[src/rtl/mem_stage_hs.sv]
// Memory-access pipeline stage between EXU and WBU: one slot, valid/ready on both sides,
// req/ack bus with byte-lane store alignment, load extension and exception reporting.
module mem_stage_hs #(
  parameter int unsigned ADDR_W  = 32,
  parameter int unsigned REG_AW  = 5,
  parameter int unsigned TIMEOUT = 15
) (
  input  logic              clk,
  input  logic              rst,
  input  logic              flush,
  input  logic              in_valid,
  output logic              in_ready,
  input  logic [31:0]       in_alu_data,
  input  logic [REG_AW-1:0] in_rd_addr,
  input  logic              in_rd_wr,
  input  logic              in_mem_rd,
  input  logic              in_mem_wr,
  input  logic [1:0]        in_size,
  input  logic              in_signed,
  input  logic [ADDR_W-1:0] in_mem_addr,
  input  logic [31:0]       in_store_data,
  output logic              out_valid,
  input  logic              out_ready,
  output logic [31:0]       out_reg_data,
  output logic [REG_AW-1:0] out_reg_addr,
  output logic              out_reg_wr,
  output logic [1:0]        out_exc,
  output logic              mem_req,
  output logic              mem_we,
  output logic [ADDR_W-1:0] mem_addr,
  output logic [31:0]       mem_wdata,
  output logic [3:0]        mem_wstrb,
  input  logic              mem_ack,
  input  logic [31:0]       mem_rdata,
  input  logic              mem_err
);

  localparam int unsigned CntW = (TIMEOUT > 1) ? $clog2(TIMEOUT + 1) : 1;

  localparam logic [1:0] ExcNone    = 2'd0;
  localparam logic [1:0] ExcMisal   = 2'd1;
  localparam logic [1:0] ExcBus     = 2'd2;
  localparam logic [1:0] ExcTimeout = 2'd3;

  typedef enum logic [1:0] {StIdle, StAccess, StHold} state_e;

  state_e              state_q, state_d;
  logic [31:0]         reg_data_q, reg_data_d;
  logic [REG_AW-1:0]   rd_addr_q, rd_addr_d;
  logic                rd_wr_q, rd_wr_d;
  logic [1:0]          exc_q, exc_d;
  logic                req_q, req_d;
  logic                we_q, we_d;
  logic [ADDR_W-1:0]   addr_q, addr_d;
  logic [31:0]         wdata_q, wdata_d;
  logic [3:0]          wstrb_q, wstrb_d;
  logic [1:0]          size_q, size_d;
  logic                signed_q, signed_d;
  logic [1:0]          off_q, off_d;
  logic [CntW-1:0]     cnt_q, cnt_d;
  logic                flushed_q, flushed_d;

  logic        capture;
  logic        is_mem;
  logic        misaligned;
  logic        timed_out;
  logic [7:0]  ld_byte;
  logic [15:0] ld_half;
  logic [31:0] ld_data;

  assign in_ready  = (state_q == StIdle) | ((state_q == StHold) & out_ready);
  assign capture   = in_valid & in_ready & ~flush;
  assign is_mem    = in_mem_rd | in_mem_wr;
  assign out_valid = (state_q == StHold) & ~flush;

  assign out_reg_data = reg_data_q;
  assign out_reg_addr = rd_addr_q;
  assign out_reg_wr   = rd_wr_q;
  assign out_exc      = exc_q;
  assign mem_req      = req_q;
  assign mem_we       = we_q;
  assign mem_addr     = addr_q;
  assign mem_wdata    = wdata_q;
  assign mem_wstrb    = wstrb_q;

  always_comb begin
    misaligned = 1'b0;
    case (in_size)
      2'd0:    misaligned = 1'b0;
      2'd1:    misaligned = in_mem_addr[0];
      2'd2:    misaligned = |in_mem_addr[1:0];
      default: misaligned = 1'b1;
    endcase
  end

  // Timeout fires on the last allowed request cycle, so mem_req is seen for TIMEOUT cycles.
  assign timed_out = (TIMEOUT != 0) && (cnt_q == CntW'(TIMEOUT - 1));

  always_comb begin
    ld_byte = mem_rdata[7:0];
    case (off_q)
      2'd0:    ld_byte = mem_rdata[7:0];
      2'd1:    ld_byte = mem_rdata[15:8];
      2'd2:    ld_byte = mem_rdata[23:16];
      default: ld_byte = mem_rdata[31:24];
    endcase
    ld_half = off_q[1] ? mem_rdata[31:16] : mem_rdata[15:0];
    case (size_q)
      2'd0:    ld_data = {{24{signed_q & ld_byte[7]}}, ld_byte};
      2'd1:    ld_data = {{16{signed_q & ld_half[15]}}, ld_half};
      default: ld_data = mem_rdata;
    endcase
  end

  always_comb begin
    state_d    = state_q;
    reg_data_d = reg_data_q;
    rd_addr_d  = rd_addr_q;
    rd_wr_d    = rd_wr_q;
    exc_d      = exc_q;
    req_d      = req_q;
    we_d       = we_q;
    addr_d     = addr_q;
    wdata_d    = wdata_q;
    wstrb_d    = wstrb_q;
    size_d     = size_q;
    signed_d   = signed_q;
    off_d      = off_q;
    cnt_d      = cnt_q;
    flushed_d  = flushed_q;

    unique case (state_q)
      StIdle, StHold: begin
        if (flush) begin
          state_d = StIdle;
        end else if (capture) begin
          reg_data_d = in_alu_data;
          rd_addr_d  = in_rd_addr;
          rd_wr_d    = in_rd_wr;
          exc_d      = ExcNone;
          size_d     = in_size;
          signed_d   = in_signed;
          off_d      = in_mem_addr[1:0];
          cnt_d      = '0;
          flushed_d  = 1'b0;
          if (!is_mem) begin
            state_d = StHold;
          end else if (misaligned) begin
            state_d = StHold;
            exc_d   = ExcMisal;
            rd_wr_d = 1'b0;
          end else begin
            state_d = StAccess;
            req_d   = 1'b1;
            we_d    = in_mem_wr;
            addr_d  = {in_mem_addr[ADDR_W-1:2], 2'b00};
            wstrb_d = 4'h0;
            wdata_d = in_store_data;
            if (in_mem_wr) begin
              case (in_size)
                2'd0: begin
                  wdata_d = {4{in_store_data[7:0]}};
                  wstrb_d = 4'b0001 << in_mem_addr[1:0];
                end
                2'd1: begin
                  wdata_d = {2{in_store_data[15:0]}};
                  wstrb_d = 4'b0011 << in_mem_addr[1:0];
                end
                default: wstrb_d = 4'hF;
              endcase
            end
          end
        end else if ((state_q == StHold) && out_ready) begin
          state_d = StIdle;
        end
      end
      StAccess: begin
        if (flush) flushed_d = 1'b1;
        if (mem_ack || timed_out) begin
          req_d   = 1'b0;
          we_d    = 1'b0;
          wstrb_d = 4'h0;
          state_d = (flushed_q || flush) ? StIdle : StHold;
          if (!mem_ack) begin
            exc_d   = ExcTimeout;
            rd_wr_d = 1'b0;
          end else if (mem_err) begin
            exc_d   = ExcBus;
            rd_wr_d = 1'b0;
          end else if (!we_q) begin
            reg_data_d = ld_data;
          end
        end else begin
          cnt_d = cnt_q + 1'b1;
        end
      end
      default: state_d = StIdle;
    endcase
  end

  always_ff @(posedge clk or posedge rst) begin
    if (rst) begin
      state_q    <= StIdle;
      reg_data_q <= '0;
      rd_addr_q  <= '0;
      rd_wr_q    <= 1'b0;
      exc_q      <= ExcNone;
      req_q      <= 1'b0;
      we_q       <= 1'b0;
      addr_q     <= '0;
      wdata_q    <= '0;
      wstrb_q    <= '0;
      size_q     <= '0;
      signed_q   <= 1'b0;
      off_q      <= '0;
      cnt_q      <= '0;
      flushed_q  <= 1'b0;
    end else begin
      state_q    <= state_d;
      reg_data_q <= reg_data_d;
      rd_addr_q  <= rd_addr_d;
      rd_wr_q    <= rd_wr_d;
      exc_q      <= exc_d;
      req_q      <= req_d;
      we_q       <= we_d;
      addr_q     <= addr_d;
      wdata_q    <= wdata_d;
      wstrb_q    <= wstrb_d;
      size_q     <= size_d;
      signed_q   <= signed_d;
      off_q      <= off_d;
      cnt_q      <= cnt_d;
      flushed_q  <= flushed_d;
    end
  end

endmodule

[config.mk]
export PLATFORM = sky130hd
export DESIGN_NAME = mem_stage_hs
export DESIGN_NICKNAME = d
export VERILOG_FILES = /design/src/rtl/mem_stage_hs.sv
export SDC_FILE = /design/constraint.sdc
export NUM_CORES = 1
export LEC_CHECK = 0
export ABC_AREA = 1
export CAP_MARGIN = 0
export CORE_ASPECT_RATIO = 0.5
export CORE_UTILIZATION = 25
export CTS_BUF_LIST = sky130_fd_sc_hd__clkbuf_8 sky130_fd_sc_hd__clkbuf_16
export DETAILED_ROUTE_END_ITERATION = 7
export PLACE_DENSITY = 0.61
export SYNTH_ARGS = -nofsm -noshare
export SYNTH_HDL_FRONTEND = slang
export SYNTH_SLANG_ARGS = --single-unit
[constraint.sdc]
create_clock -name clk -period 5.55 [get_ports clk]
set_input_delay 0.8325 -clock clk [delete_from_list [all_inputs] [get_ports clk]]
set_output_delay 0.8325 -clock clk [all_outputs]
set_load 0.05 [all_outputs]
==> flow_metrics.env, run 1 <==
export IMPL_status="completed"
export IMPL_clkLatencyLatePin_ns=0.43
export IMPL_crit_type="register to register"
export IMPL_netlist_instances=857
export IMPL_first_pass_iters=5
export IMPL_cts_resized=0
export IMPL_critPathMaxStageDelay_ns=0.75
export IMPL_ys_types=32
export IMPL_whs_ns=0.469
export IMPL_area_delta_synth_final_pct=55.0
export IMPL_p_leak_nw=4.53
export IMPL_ys_warn_count=0
export IMPL_finClkSkew_ns=0.00761
export IMPL_setup_viol=0
export IMPL_clock_sinks=120
export IMPL_via_per_inst=4.35
export IMPL_die_w_um=224
export IMPL_fp_row_count=40
export IMPL_layout_min_cycle_time_ns=3.42
export IMPL_worst_slack_ns=2.13
export IMPL_netlist_area_leader_share_pct=48.8
export IMPL_critPathCaptureType="register"
export IMPL_drive_gt1_share_pct=4.80
export IMPL_critPathMaxFanout=58
export IMPL_rsz0062_at_grt="no"
export IMPL_clkTransAtPathRegs_ns=0.06
export IMPL_fp_dieH_um=113
export IMPL_critical_path_arrival_ns=3.78
export IMPL_ys_seq_area_share_pct=48.8
export IMPL_layout_nets=1240
export IMPL_dpl_worst_slack_ns=1.91
export IMPL_initial_core_util_pct=25.6
export IMPL_synth_top_cell_by_area="dfrtp_1"
export IMPL_drt_iter0_markers=376
export IMPL_grt_max_degree=73
export IMPL_grt_pass1_vias=6115
export IMPL_crit_top_cell="nand2_1"
export IMPL_post_cts_buffers=0
export IMPL_grt_pass1_wl_mm=32.3
export IMPL_critical_path_required_ns=5.91
export IMPL_netlist_area_um2=6150
export IMPL_fin_util_pct=39.6
export IMPL_max_freq_mhz=292
export IMPL_power_frac_clock_pct=26.0
export IMPL_cts_hold_buf=0
export IMPL_core_area_um2=24100
export IMPL_fill_cells=2445
export IMPL_synthFlopType="dfrtp_1"
export IMPL_synth_edf_count=0
export IMPL_drcViolationCount=0
export IMPL_drt_wl_total_mm=20.5
export IMPL_dp_hpwl_mm=15.1
export IMPL_avgRoutedWirePerCell_um=14.2
export IMPL_ir_drop_mv=0.217
export IMPL_intPower_mw=2.44
export IMPL_slew_violations=0
export IMPL_reg2reg_from="state_q[0]"
export IMPL_cts_buffers=17
export IMPL_cts_buffer_depth=2
export IMPL_cp_start_kind="register"
export IMPL_cts_tree="done"
export IMPL_tightest_slew_ns=1.06
export IMPL_power_frac_seq_pct=29.5
export IMPL_post_dp_cell_area_um2=8930
export IMPL_routabilityCongestion=0.846
export IMPL_finalSetupTns_ns=0
export IMPL_crit_start="state_q[0]"
export IMPL_cts_max_level=4
export IMPL_p_sw_share_pct=43.5
export IMPL_synth_seq_cells=120
export IMPL_antenna_found_initial=0
export IMPL_synth_most_common_cell="nand2_1"
export IMPL_antenna_left=0
export IMPL_finalCritPeriodShare_pct=61.6
export IMPL_synth_area_top_cells="dfrtp_1 (49%), nand2_1 (25%), nand3_1 (4.4%)"
export IMPL_hold_viol=0
export IMPL_grt_usage_pct=16.5
export IMPL_async_flop_share_pct=100
export IMPL_hold_path_class="register to register"
export IMPL_slew_headroom_pct=28.9
export IMPL_diodes=0
export IMPL_ys_top_cells_by_count="nand2_1 (417), dfrtp_1 (120), nor2_1 (63), nand3_1 (54), inv_1 (41)"
export IMPL_drv_cap=0
export IMPL_cts_root_buf="clkbuf_16"
export IMPL_slowest_stage="inv_2"
export IMPL_dieArea_um2=25300
export IMPL_path_cells="nand2_2, inv_2, nand2_1, nand2_1, nand2_2, inv_2, nand3_1, nand2_1"
export IMPL_combPwrFrac_pct=44.5
export IMPL_overflow=0
export IMPL_postLayoutCellArea_um2=9540
export IMPL_port_buffers=255
export IMPL_path_delay_family="simple AND/OR/NAND/NOR gates"
export IMPL_avgSynthCellArea_um2=7.18
export IMPL_crit_buf_inv=2
export IMPL_power_density_nw_per_um2=452
export IMPL_hold_start="mem_addr[13]"
export IMPL_vias=6262
export IMPL_ios=258
export IMPL_netSwitchingPower_mw=1.88
metrics by stage:
step | instances | power [mW]
5_1_grt | 1441 | 4.53
2_1_floorplan | 858 | 2.49
3_5_place_dp | 1409 | 3.21
6_report | 1441 | 4.31
3_3_place_gp | 1409 | 3.19
4_1_cts | 1441 | 4.36
flip-flops by register name, summed over array words and instances (netlist names), 2 cells and up:
register	flops
out_reg_data	32
mem_addr	30
state_q	2
off_q	2
size_q	2
mem_wdata	32
cnt_q	4
out_reg_addr	5
mem_wstrb	4
out_exc	2
final timing paths:
| kind | to | slack [ns] | cells past startpoint |
|---|---|---|---|
| max | out_reg_data[7] | 2.13 | 8 |
| min | mem_addr[13] | 0.47 | 2 |
| max reg2reg | out_reg_data[7] | 2.13 | 8 |
| min reg2reg | mem_addr[13] | 0.47 | 2 |
| max in group asynchronous | mem_wdata[11] | 3.37 | 3 |
| min in group asynchronous | mem_addr[10] | 0.95 | 2 |
placed cells by master, fill, tap and decap left out, types with 3 or more instances in the layout:
master,instances
clkinv_4,5
a21oi_1,34
clkbuf_16,17
buf_4,3
o21ai_0,38
dfrtp_1,120
inv_1,40
clkdlybuf4s50_1,255
inv_6,5
nand3_1,54
inv_2,8
o21a_1,16
nand2_2,3
nor2_1,63
nand2_1,416
logic make-up (layout without fill, tap and decap cells):
kind of cell	count (synthesis)	after routing	share of synthesized area [%]
flip-flops	120	120	48.8
XOR/XNOR	2	2	0.285
buffers and inverters	92	339	6.63
multiplexers	1	1	0.224
AO/OA/AOI/OAI	93	93	8.38
AND/OR/NAND/NOR	546	546	35.2
adder cells (fa/ha/maj)	2	2	0.407
other	1	2	0.0609
final cells by class:
cell class                 instances  area (um2)  share of cell area [%]
multi-input combinational        646        2750                    28.8
clock inverter                    14         163                    1.71
clock buffer                      18         439                    4.61
inverter                          49         186                    1.95
tap                              336         420                    4.41
timing repair buffer             258        2570                    27.0
sequential                       120        3000                    31.5
worst reg2reg max path: cells and delay by family, from the launching register on:
kind / cells / cell delay (ns)
buffers and inverters: 2 / 1.16
and+or+nand+nor: 6 / 1.66
DFF: 1 / 0.53
power by group through the flow:
stage          logic, mW  registers [mW]  clock network (mW)
2_1_floorplan      0.422            2.07                   0
3_3_place_gp        1.91            1.28                   0
3_5_place_dp        1.93            1.28                   0
4_1_cts             1.94            1.27                1.15
5_1_grt             2.03            1.30                1.20
6_report            1.92            1.27                1.12
metal layers:
metal | up-vias | track usage, % | part of all wire, %
li1 | 3151 | - | -
met1 | 2939 | 20.0 | 44
met2 | 144 | 28.2 | 51
met3 | 28 | 4.41 | 3.9
met4 | 0 | 5.66 | 1.8
met5 | - | 0 | 0
No activity file was read; power rests on OpenSTA's default activity.
==> run 2, diff against run 1 <==
--- a/config.mk
+++ b/config.mk
@@ -11,7 +11,7 @@
 export CORE_UTILIZATION = 25
 export CTS_BUF_LIST = sky130_fd_sc_hd__clkbuf_8 sky130_fd_sc_hd__clkbuf_16
 export DETAILED_ROUTE_END_ITERATION = 7
-export PLACE_DENSITY = 0.61
+export PLACE_DENSITY = 0.63
 export SYNTH_ARGS = -nofsm -noshare
 export SYNTH_HDL_FRONTEND = slang
 export SYNTH_SLANG_ARGS = --single-unit
==> constraint.sdc (replaced) <==
create_clock -name clk -period 2.9 [get_ports clk]
set_input_delay 0.435 -clock clk [delete_from_list [all_inputs] [get_ports clk]]
set_output_delay 0.435 -clock clk [all_outputs]
set_load 0.05 [all_outputs]
==> flow_metrics.env, run 2 (same netlist as run 1, synthesis figures left out) <==
export IMPL_status="completed"
export IMPL_fp_row_count=40
export IMPL_overflow=0
export IMPL_post_cts_buffers=0
export IMPL_clock_sinks=120
export IMPL_clkTransAtPathRegs_ns=0.06
export IMPL_drt_iter0_markers=418
export IMPL_fill_cells=2494
export IMPL_cts_buffer_depth=2
export IMPL_r2r_end="out_reg_data[26]"
export IMPL_fp_dieH_um=113
export IMPL_tightest_slew_ns=0.723
export IMPL_ir_drop_mv=0.396
export IMPL_cts_hold_buf=0
export IMPL_path_delay_family="buffers and inverters"
export IMPL_critPathCaptureType="primary output"
export IMPL_initial_core_util_pct=25.6
export IMPL_area_delta_synth_final_pct=57.4
export IMPL_ios=258
export IMPL_rrSetupSlack_ns=0.85
export IMPL_cts_buffers=17
export IMPL_antenna_found_initial=0
export IMPL_crit_buf_inv=3
export IMPL_hold_path_class="input pin to asynchronous set/reset pin"
export IMPL_power_density_nw_per_um2=859
export IMPL_drv_cap=0
export IMPL_finalCritPeriodShare_pct=82.8
export IMPL_worst_r2r_cell_count=9
export IMPL_critPathMaxFanout=2
export IMPL_hold_viol=0
export IMPL_drive_gt1_share_pct=5.82
export IMPL_rsz0062_at_grt="no"
export IMPL_grt_pass1_wl_mm=32.0
export IMPL_crit_start="out_ready"
export IMPL_via_per_inst=4.38
export IMPL_crit_end="in_ready"
export IMPL_critical_path_arrival_ns=1.97
export IMPL_critPathMaxStageDelay_ns=0.83
export IMPL_drt_wl_total_mm=20.3
export IMPL_finalSetupTns_ns=0
export IMPL_core_area_um2=24100
export IMPL_drcViolationCount=0
export IMPL_slowest_stage="clkdlybuf4s50_1"
export IMPL_p_leak_nw=4.59
export IMPL_layout_common_cells="nand2_1 (416), clkdlybuf4s50_1 (255), dfrtp_1 (120), nor2_1 (63), nand3_1 (54)"
export IMPL_port_buffers=255
export IMPL_layout_nets=1252
export IMPL_grt_pass1_vias=6098
export IMPL_grt_max_degree=72
export IMPL_layout_min_cycle_time_ns=2.40
export IMPL_crit_cells=4
export IMPL_slew_headroom_pct=51.7
export IMPL_routabilityCongestion=0.830
export IMPL_clkLatencyLatePin_ns=0.43
export IMPL_avgRoutedWirePerCell_um=14.0
export IMPL_cts_root_buf="clkbuf_16"
export IMPL_setup_viol=0
export IMPL_dp_hpwl_mm=15.3
export IMPL_layout_commonest_cell="nand2_1"
export IMPL_cts_max_level=4
export IMPL_finClkSkew_ns=0.00914
export IMPL_cts_tree="done"
export IMPL_diodes=0
export IMPL_crit_type="input pin to primary output"
export IMPL_grt_usage_pct=16.3
export IMPL_cp_start_kind="input pin"
export IMPL_slew_violations=0
export IMPL_dieArea_um2=25300
export IMPL_die_w_um=224
export IMPL_max_freq_mhz=416
export IMPL_antenna_left=0
export IMPL_cts_resized=0
export IMPL_critical_path_required_ns=2.47
export IMPL_first_pass_iters=4
export IMPL_reg2reg_from="state_q[0]"
export IMPL_fin_util_pct=40.2
export IMPL_path_cells="clkdlybuf4s50_1, inv_1, a21oi_1, clkdlybuf4s50_1"
export IMPL_vias=6367
export IMPL_crit_top_cell="clkdlybuf4s50_1"
run 2: power breakdown:
part           total [mW]  internal [mW]  switching (mW)
Sequential           2.44           2.14           0.303
Combinational        3.67           1.24            2.43
Clock                2.21           1.37           0.834
run 2: per-layer routing:
layer,track usage (%),vias up,routed length (um)
met5,0,-,0
met4,4.02,0,260
met3,4.99,19,986
met2,27.5,146,10200
met1,20.4,3031,8940
li1,-,3171,-
run 2: how the worst min path moves through the flow:
stage	depth (start not counted)	slack (ns)	endpoint	startpoint
CTS	2	0.47	mem_wstrb[1]	rst
global placement	2	0.45	mem_addr[10]	mem_addr[10]
detailed placement	2	0.46	mem_addr[30]	mem_addr[30]
global route	2	0.49	out_reg_data[9]	out_reg_data[9]
floorplan	2	0.45	flushed_q	flushed_q
finish	2	0.47	mem_wstrb[1]	rst
run 2: area by class of cell:
type	instances	area (um2)	share of cell area (%)
flip-flops and latches	120	3000	31.0
multi-input cells	646	2750	28.4
repair buffers	270	2720	28.0
clock buffers	18	439	4.53
well taps	336	420	4.34
inverters	49	188	1.94
clock inverters	14	174	1.79
run 2: worst register-to-register path, cell delays in order (launching register included):
cell     delay [ns]
dfrtp_1        0.50
nand2_2        0.24
inv_2          0.21
nand2_1        0.11
nand2_1        0.09
nand2_2        0.28
buf_12         0.32
nor2_1         0.12
nand2_1        0.06
nand2_1        0.06
run 2: metrics by stage:
stage | area, um2 | hold slack [ns] | power, mW | worst slack [ns] | std cells
6_report | 9690 | 0.467 | 8.33 | 0.499 | 1453
5_1_grt | 9690 | 0.493 | 8.74 | 0.416 | 1453
4_1_cts | 9690 | 0.471 | 8.41 | 0.469 | 1453
3_5_place_dp | 9080 | 0.458 | 6.16 | 0.495 | 1421
3_3_place_gp | 9080 | 0.454 | 6.13 | 0.503 | 1421
2_1_floorplan | 6160 | 0.454 | 4.76 | 0.872 | 858
==> run 3, diff against run 2 <==
--- a/config.mk
+++ b/config.mk
@@ -11,7 +11,7 @@
 export CORE_UTILIZATION = 25
 export CTS_BUF_LIST = sky130_fd_sc_hd__clkbuf_8 sky130_fd_sc_hd__clkbuf_16
 export DETAILED_ROUTE_END_ITERATION = 7
-export PLACE_DENSITY = 0.63
+export PLACE_DENSITY = 0.61
 export SYNTH_ARGS = -nofsm -noshare
 export SYNTH_HDL_FRONTEND = slang
 export SYNTH_SLANG_ARGS = --single-unit
==> constraint.sdc (replaced) <==
create_clock -name clk -period 2.3 [get_ports clk]
set_input_delay 0.345 -clock clk [delete_from_list [all_inputs] [get_ports clk]]
set_output_delay 0.345 -clock clk [all_outputs]
set_load 0.05 [all_outputs]
==> flow_metrics.env, run 3 (same netlist as run 1, synthesis figures left out) <==
export IMPL_postLayoutCellArea_um2=9670
export IMPL_rsz0062_at_grt="no"
export IMPL_post_dp_cell_area_um2=9110
export IMPL_critical_path_required_ns=1.96
export IMPL_drive_gt1_share_pct=6.24
export IMPL_reg2reg_from="state_q[0]"
export IMPL_finalSetupTns_ns=0
export IMPL_clkLatencyLatePin_ns=0.43
export IMPL_slew_headroom_pct=60.0
export IMPL_dp_hpwl_mm=15.7
export IMPL_vias=6301
export IMPL_first_pass_iters=5
export IMPL_critPathCaptureType="primary output"
export IMPL_whs_ns=0.341
export IMPL_cp_start_kind="register"
export IMPL_critical_path_arrival_ns=1.63
export IMPL_crit_buf_inv=1
export IMPL_max_freq_mhz=506
export IMPL_fill_cells=2461
export IMPL_drv_cap=0
export IMPL_drcViolationCount=0
export IMPL_fp_dieH_um=113
export IMPL_area_delta_synth_final_pct=57.2
export IMPL_dieArea_um2=25300
export IMPL_grt_pass1_wl_mm=32.6
export IMPL_setup_viol=0
export IMPL_tightest_slew_ns=0.598
export IMPL_cts_tree="done"
export IMPL_post_cts_buffers=0
export IMPL_grt_pass1_vias=6257
export IMPL_layout_nets=1256
export IMPL_rrSetupSlack_ns=0.41
export IMPL_cts_hold_buf=0
export IMPL_drt_iter0_markers=306
export IMPL_status="completed"
export IMPL_path_cells="clkdlybuf4s50_1"
export IMPL_cts_root_buf="clkbuf_16"
export IMPL_cts_resized=0
export IMPL_finalCritPeriodShare_pct=85.9
export IMPL_hold_viol=0
export IMPL_crit_end="mem_wdata[22]"
export IMPL_fp_row_count=40
export IMPL_initial_core_util_pct=25.6
export IMPL_cts_buffers=17
export IMPL_multi_input_area_um2=2750
export IMPL_path_delay_family="buffers and inverters"
export IMPL_worst_r2r_cell_count=7
export IMPL_routabilityCongestion=0.868
export IMPL_critPathMaxFanout=2
export IMPL_hold_path_class="input pin to asynchronous set/reset pin"
export IMPL_layout_commonest_cell="nand2_1"
export IMPL_overflow=0
export IMPL_grt_usage_pct=16.6
export IMPL_via_per_inst=4.32
export IMPL_p_leak_nw=4.61
export IMPL_clock_sinks=120
export IMPL_antenna_found_initial=0
export IMPL_cts_buffer_depth=2
export IMPL_ios=258
export IMPL_diodes=0
export IMPL_avgRoutedWirePerCell_um=14.2
export IMPL_die_w_um=224
export IMPL_drt_wl_total_mm=20.7
export IMPL_crit_type="register to primary output"
export IMPL_core_area_um2=24100
export IMPL_layout_min_cycle_time_ns=1.98
export IMPL_ir_drop_mv=0.495
export IMPL_slowest_stage="clkdlybuf4s50_1"
export IMPL_crit_cells=1
export IMPL_finClkSkew_ns=0.00880
export IMPL_clkTransAtPathRegs_ns=0.06
export IMPL_slew_violations=0
export IMPL_antenna_left=0
export IMPL_port_buffers=255
export IMPL_r2r_end="mem_wstrb[3]"
export IMPL_critPathMaxStageDelay_ns=0.85
export IMPL_cts_max_level=4
export IMPL_crit_start="mem_wdata[22]"
export IMPL_grt_max_degree=71
export IMPL_power_density_nw_per_um2=1060
export IMPL_layout_common_cells="nand2_1 (416), clkdlybuf4s50_1 (253), dfrtp_1 (120), nor2_1 (63), nand3_1 (54)"
export IMPL_regArea_um2=3000
## run 3: cell count changes in the layout (fill, tap and decap cells not counted)
| cell | before | now |
|---|---|---|
| clkinvlp_4 | 8 | 5 |
| bufinv_16 | 3 | 1 |
| buf_4 | 11 | 16 |
| inv_1 | 40 | 41 |
| clkinv_2 | 1 | 5 |
| inv_6 | 2 | 0 |
| clkinv_4 | 1 | 2 |
| clkdlybuf4s50_1 | 255 | 253 |
| buf_12 | 4 | 5 |
| clkbuf_8 | 1 | 2 |
## run 3: stage by stage
stage          setup slack (ns)  util (%)  instances  power (mW)
6_report                  0.325      40.2       1457        10.3
5_1_grt                   0.205      40.2       1457        10.8
4_1_cts                   0.275      40.2       1457        10.4
3_5_place_dp              0.265      37.9       1425        7.80
3_3_place_gp              0.311      37.9       1425        7.77
2_1_floorplan             0.362         -        858        6.00
## run 3: worst reg2reg max path: cells and delay by family, from the launching register on
kind | cells | cell delay, ns
flip-flops | 1 | 0.52
AND/OR/NAND/NOR | 4 | 0.58
AO/OA/AOI/OAI | 1 | 0.17
buffers and inverters | 2 | 0.51
## run 3: layout make-up
type / count / area share (%)
multi-input combinational: 646 / 28.4
timing repair buffer: 274 / 28.5
inverter: 49 / 1.94
tap: 336 / 4.35
clock inverter: 13 / 1.10
sequential: 120 / 31.0
clock buffer: 19 / 4.68
## run 3: report_power, final
group	leakage, nW	total (mW)	internal, mW	switching (mW)
logic	2.85	4.68	1.58	3.10
registers	1.49	3.06	2.70	0.363
clock network	0.272	2.53	1.53	1.00
## run 3: worst min path at each step
stage / from / endpoint / slack [ns] / cells after the start
after floorplan: flushed_q / flushed_q / 0.45 / 2
after global placement: mem_addr[12] / mem_addr[12] / 0.45 / 2
after detailed placement: mem_addr[12] / mem_addr[12] / 0.46 / 2
after CTS: rst / mem_wdata[23] / 0.35 / 2
after global routing: rst / mem_wdata[23] / 0.37 / 2
final: rst / mem_wdata[23] / 0.34 / 2
## run 3: routing by layer
layer / share of wire [%] / track usage, % / up-vias / wire length (um)
met5: 0 / 0 / - / 0
met1: 45 / 21.0 / 2963 / 9310
met4: 2.6 / 7.40 / 0 / 540
li1: - / - / 3170 / -
met2: 48 / 27.1 / 136 / 10000
met3: 4.1 / 3.90 / 32 / 849
